<file path="config.mk">
export PLATFORM = sky130hd
export DESIGN_NAME = onchip_read_master_stream
export DESIGN_NICKNAME = d
export VERILOG_FILES = /design/src/rtl/onchip_read_master_stream.sv
export SDC_FILE = /design/constraint.sdc
export NUM_CORES = 1
export LEC_CHECK = 0
export ABC_CLOCK_PERIOD_IN_PS = 5700
export CAP_MARGIN = 20
export CORE_MARGIN = 10
export CORE_UTILIZATION = 45
export DETAILED_ROUTE_END_ITERATION = 16
export PLACE_DENSITY = 0.65
export SLEW_MARGIN = 20
export SYNTH_ARGS = -nofsm -noshare
export SYNTH_HDL_FRONTEND = slang
export SYNTH_SLANG_ARGS = --single-unit
</file>
<file path="constraint.sdc">
create_clock -name clk -period 5.7 [get_ports clk]
set_input_delay 1.71 -clock clk [delete_from_list [all_inputs] [get_ports clk]]
set_output_delay 1.71 -clock clk [all_outputs]
set_load 0.01 [all_outputs]
</file>
<file path="src/rtl/onchip_read_master_stream.sv">
// Streaming read master: walks a strided address sequence over Avalon-MM, keeps at most
// MAX_PEND reads in flight and forwards returned words in order through a credit-sized FIFO.
module onchip_read_master_stream #(
  parameter int DATA_W     = 16,
  parameter int ADDR_W     = 11,
  parameter int LEN_W      = 12,
  parameter int MAX_PEND   = 4,
  parameter int FIFO_DEPTH = 8
) (
  input  logic                clk,
  input  logic                rst_n,
  input  logic                cmd_valid,
  output logic                cmd_ready,
  input  logic [ADDR_W-1:0]   cmd_addr,
  input  logic [LEN_W-1:0]    cmd_len,
  input  logic [ADDR_W-1:0]   cmd_stride,
  output logic [ADDR_W-1:0]   avm_address,
  output logic                avm_read,
  output logic                avm_chipselect,
  output logic [DATA_W/8-1:0] avm_byteenable,
  input  logic                avm_waitrequest,
  input  logic [DATA_W-1:0]   avm_readdata,
  input  logic                avm_readdatavalid,
  output logic [DATA_W-1:0]   out_data,
  output logic                out_valid,
  input  logic                out_ready,
  output logic                out_last,
  output logic                busy,
  output logic                done,
  output logic                err
);

  localparam int PW = $clog2(MAX_PEND + 1);
  localparam int CW = $clog2(FIFO_DEPTH + 1);
  localparam int AW = $clog2(FIFO_DEPTH);
  localparam int SW = CW + 1;

  typedef enum logic [1:0] {StIdle, StIssue, StDrain} state_t;

  state_t            state_q;
  logic [ADDR_W-1:0] addr_q, stride_q;
  logic [LEN_W-1:0]  len_q, issued_q, delivered_q;
  logic [PW-1:0]     pend_q;
  logic [CW-1:0]     count_q;
  logic [AW-1:0]     wptr_q, rptr_q;
  logic [DATA_W-1:0] mem_q [FIFO_DEPTH];
  logic              err_q, done_q;

  logic              accept, push, pop, credit_ok, last_word;
  logic [SW-1:0]     credit_sum;

  // Every outstanding read owns a FIFO slot, so the FIFO can never overflow.
  assign credit_sum = SW'(pend_q) + SW'(count_q);
  assign credit_ok  = (pend_q < PW'(MAX_PEND)) && (credit_sum < SW'(FIFO_DEPTH));

  assign avm_read       = (state_q == StIssue) && credit_ok;
  assign avm_chipselect = avm_read;
  assign avm_address    = addr_q;
  assign avm_byteenable = '1;
  assign accept         = avm_read && !avm_waitrequest;
  assign push           = avm_readdatavalid && (pend_q != '0);

  assign out_valid = (count_q != '0);
  assign pop       = out_valid && out_ready;
  assign out_data  = out_valid ? mem_q[rptr_q] : '0;
  assign last_word = (delivered_q == len_q - LEN_W'(1));
  assign out_last  = out_valid && (state_q != StIdle) && last_word;

  assign cmd_ready = (state_q == StIdle);
  assign busy      = (state_q != StIdle);
  assign done      = done_q;
  assign err       = err_q;

  always_ff @(posedge clk) begin
    if (!rst_n) begin
      state_q     <= StIdle;
      addr_q      <= '0;
      stride_q    <= '0;
      len_q       <= '0;
      issued_q    <= '0;
      delivered_q <= '0;
      pend_q      <= '0;
      count_q     <= '0;
      wptr_q      <= '0;
      rptr_q      <= '0;
      err_q       <= 1'b0;
      done_q      <= 1'b0;
    end else begin
      done_q <= 1'b0;
      if (avm_readdatavalid && (pend_q == '0)) err_q <= 1'b1;
      if (push) begin
        mem_q[wptr_q] <= avm_readdata;
        wptr_q        <= wptr_q + AW'(1);
      end
      if (pop) begin
        rptr_q      <= rptr_q + AW'(1);
        delivered_q <= delivered_q + LEN_W'(1);
      end
      pend_q  <= pend_q + PW'(accept) - PW'(push);
      count_q <= count_q + CW'(push) - CW'(pop);

      unique case (state_q)
        StIdle: begin
          if (cmd_valid) begin
            if (cmd_len == '0) begin
              done_q <= 1'b1;
            end else begin
              addr_q      <= cmd_addr;
              len_q       <= cmd_len;
              stride_q    <= cmd_stride;
              issued_q    <= '0;
              delivered_q <= '0;
              state_q     <= StIssue;
            end
          end
        end
        StIssue: begin
          if (accept) begin
            addr_q   <= addr_q + stride_q;
            issued_q <= issued_q + LEN_W'(1);
            if (issued_q == len_q - LEN_W'(1)) state_q <= StDrain;
          end
        end
        StDrain: begin
          if (pop && out_last) begin
            state_q <= StIdle;
            done_q  <= 1'b1;
          end
        end
        default: state_q <= StIdle;
      endcase
    end
  end

endmodule

</file>
Word-level counts from Yosys, hierarchy flattened
Memory sizes are Yosys's and may differ from the RTL's. A register that Yosys moved wholly into a read port is not among the register bits.
Cells that the tools add are included.
Widths: inputs -> output; s select.
{"block": "word_totals", "input_bits": 56, "n_memories": 1, "register_bits": 75, "mem_bits_rw": 128, "output_inout_bits": 37}
{"name": "mem_q", "depth": 8, "word_bits": 16, "rd": 1, "rd_ports_with_merged_regs": 1, "wr": 1, "line_no": "46", "source": "logic [DATA_W-1:0] mem_q [FIFO_DEPTH];"}
{"block": "op_classes", "addsub": 11, "n_bitwise": 1, "magnitude_cmp": 2, "n_eq_ne": 9, "muxes": 28, "reduce_logical": 20}
{"op": "$mux 12", "count": 7}
{"op": "$mux 11", "count": 3}
{"op": "$add 12x1->12 const B", "count": 2}
{"op": "$eq 12x12->1", "count": 2}
{"op": "$pmux 12 s2", "count": 1}
{"op": "$pmux 11 s2", "count": 1}
{"op": "$mux 16", "count": 1}
{"op": "$logic_not 12->1", "count": 1}
{"op": "$sub 12x1->12 const B", "count": 1}
{"op": "$add 11x11->11", "count": 1}
{"op": "$mux 2", "count": 5}
{"op": "$logic_and 1x1->1", "count": 9}
{"op": "$ne 2x2->1 const B", "count": 4}
{"op": "$add 3x1->3 const B", "count": 2}
{"op": "$mux 1", "count": 6}
{"op": "$mux 3", "count": 2}
{"op": "$pmux 2 s3", "count": 1}
{"op": "$add 3x4->5", "count": 1}
{"op": "$lt 5x4->1 const B", "count": 1}
{"op": "$reduce_and 5->1", "count": 1}
{"op": "$add 4x1->4", "count": 1}
{"op": "$reduce_and 4->1", "count": 1}
{"op": "$reduce_bool 2->1", "count": 2}
{"op": "$reduce_bool 4->1", "count": 1}
{"op": "14 further kinds", "count": 14}

Longest topological paths before layout
{"block": "logic_depth", "word_depth": 7, "mapped_depth": 13}

Worst setup path before layout
OpenSTA, ideal clock, no wires.
{"block": "synth_path", "path_kind": "flip-flop to output port", "from": "register len_q[0]", "to": "output out_last", "setup_slack_ns": 1.795, "t_arrival_ns": 2.195, "stages_incl_launch_ff": 11, "t_required_ns": 3.990, "path_cell_list": "dfxtp_1 clkbuf_1 inv_1 ha_1 clkbuf_1 nor3b_1 nor2_1 nor4_1 nand4_1 nor4_1 and2_1"}
{"block": "synth_via", "elab_chain_cells": 3}
{"element": "start: declaration", "line_no": "42", "source": "logic [LEN_W-1:0] len_q, issued_q, delivered_q;"}
{"element": "start signal: assignment", "line_no": "109", "source": "len_q <= cmd_len;"}
{"element": "$sub 12x1->12", "line_no": "66", "source": "assign last_word = (delivered_q == len_q - LEN_W'(1));"}
{"element": "$eq 12x12->1", "line_no": "66"}
{"element": "$logic_and 1x1->1", "line_no": "67", "source": "assign out_last = out_valid && (state_q != StIdle) && last_word;"}
{"element": "end: declaration", "line_no": "27", "source": "output logic out_last,"}
Every way passes these cells.

Worst setup path after layout
Same ends and word-level chain as after synthesis.

==> summary.txt <==
Vias in the first global route = 6,362
Critical Path RT = 3.99 ns
DIE WIDTH = 164 microns
Routed wire per std cell = 19.0 microns
Most frequent cells in the layout = edfxtp_1, clkdlybuf4s50_1, nand2_1
CTS resizes = 0
N_diodes = 0
Cell chosen for the clock root = clkbuf_16
CP endpoint kind = primary output
Critical path launch point type = register
Hold Crit Start = stride_q[4]
Final setup violation count = 0
Antenna-violating nets left = 0
R2R Path Start = pend_q[2]
Final Cycle Share = 93.6%
Max Buffers Root-to-Sink = 3
Final wirelength = 21.4 mm
Syn avg cell area = 12.5 sq um
GRT overflow = 0
Die H = 164 microns
Hold buffer count at CTS = 0
Layout area overhead = 21.1%
Worst setup path start = len_q[0]
GP Congestion = 0.836
PortBufs = 90
First-pass GRT wire length = 33.9 mm
Hold slack = 0.470 ns
Cells after synthesis = 750
Cell taking the most area after synthesis = edfxtp_1
Fmax = 187 MHz
Measured slew at the worst slew-check pin = 0.873 ns
Hold Vio Cnt, Final = 0
Max-slew violation count = 0
Nets = 924
RSZ-0062 raised after global routing = false
DR iter-0 viols = 317
GR Util All Layers = 15.8%
Status = complete, no violations
Router iterations before antenna repair = 4
Initial antenna violation count = 0
Core area = 20,400 sq um
Number of top-level pins = 93
Pwr per Cell Area = 382 nW/um^2
Layout cells sized above 1 = 11.3%
Critical path class = reg2out
Netlist cell types = 60
Fin util = 55.7%
Row count = 52
Clock transition at path regs = 0.06 ns
Initial core utilization = 46.0%
Total CTS buffers = 22
Synthesized flop and latch total = 206
Setup bufs post-CTS = 0
P_leak = 3.89 nW
Pre-CTS setup slack = 0.872 ns
Top_reg_cell synth = edfxtp_1
Drt drc = 0
CTS tree = built
Number of synthesized flops with an enable pin = 128
Hold WC Path Type = reg2reg
Setup TNS = 0 ns
Clk_lat worst skew = 0.50 ns
DIE AREA = 27,000 sq um
VDD IR-drop max = 183 uV
CTS sink cnt = 206
Total number of vias = 6,119
Skew final = 0.0181 ns
Max-slew headroom = 41.7%
Clock period minus worst slack = 5.33 ns
Via density = 5.43
Critical Path Fanout Max = 8
Most common cell after layout, fill and taps aside = edfxtp_1
DP HPWL = 14.6 mm
Cell area after synthesis = 9370 sq um
H-tree Lvls = 1
Largest net degree at the start of global routing = 44
Post-synthesis sequential area ratio = 57.7%
Synth area leaders = edfxtp_1, dfxtp_1, mux4_2
Max Cap Violations = 0
PnR worst setup slack = 0.365 ns
Worst path arrival time = 3.62 ns
Synth warn = 0
Synth async-reset ratio = 0%
Yosys top cell area share = 41.0%
-- final timing paths --
| kind | slack [ns] | to | cells after the start |
|---|---|---|---|
| max | 0.37 | out_last | 9 |
| min | 0.47 | stride_q[4] | 2 |
| max reg2reg | 2.59 | issued_q[6] | 8 |
| min reg2reg | 0.47 | stride_q[4] | 2 |
-- final cells by class --
class | instances | area [sq um]
fill | 1667 | 9020
tap | 270 | 338
clock inverter | 14 | 173
inverter | 23 | 86.3
sequential | 206 | 5410
timing repair buffer | 106 | 1020
clock buffer | 26 | 587
multi-input combinational | 482 | 3730
-- report_power, final --
group          leakage, nW  switching, mW  total [mW]  internal, mW
clock network        0.362          0.568        1.48         0.916
logic                 1.74          0.523        1.08         0.558
registers             1.79         0.0907        1.76          1.67
-- state kept, by name, summed over array words and instances, names as in the netlist, named ones only --
name         count
avm_address     11
count_q          4
delivered_q     12
done             1
err              1
issued_q        12
len_q           12
mem_q          128
pend_q           3
rptr_q           3
state_q          2
stride_q        11
wptr_q           3
-- per-stage QoR --
stage,instances,area (sq um),total power [mW]
global placement,1087,10600,2.86
detailed placement,1087,10600,2.89
global route,1127,11300,4.55
finish,1127,11300,4.33
floorplan,751,9380,2.46
CTS,1127,11300,4.38
-- worst max-delay path, stage by stage (launching register included) --
cell,delay [ns]
dfxtp_1,0.38
inv_1,0.09
ha_1,0.34
nor3b_1,0.38
nor2_1,0.09
nor4_1,0.30
nand4_1,0.14
nor4_1,0.60
and2_1,0.26
clkdlybuf4s50_1,0.56
-- cell usage after synthesis (6+ instances only) --
cell,instances
nor2b_1,6
xnor2_1,38
mux4_2,32
clkbuf_1,26
nand2_1,82
nand3_1,10
edfxtp_1,128
nand4_1,11
nor2_1,67
a21oi_1,20
o21ai_0,19
dfxtp_1,78
nor3_1,12
inv_1,22
buf_1,6
ha_1,24
mux2i_1,18
and3_1,8
xor2_1,22
and2_1,12
nor4_1,8
a21boi_0,24
-- cell families (layout without fill, tap and decap cells) --
group / Yosys count / in the layout / synth area share, %
buf+inv: 63 / 169 / 2.74
fa+ha+maj: 27 / 27 / 3.85
simple gates: 247 / 247 / 12.8
compound gates: 91 / 91 / 6.64
mux: 51 / 51 / 9.73
flops: 206 / 206 / 57.7
xor+xnor: 64 / 64 / 6.58
other cells: 1 / 2 / 0.0400
-- per-layer routing --
layer  vias to the layer above  global-route usage (%)  routed length, microns
li1                       2911                       -                       -
met1                      2995                    19.8                    9150
met2                       184                    26.5                   10400
met3                        29                    4.16                    1560
met4                         0                    3.90                     372
met5                         -                       0                       0
Power figures use the tool's default switching activity.
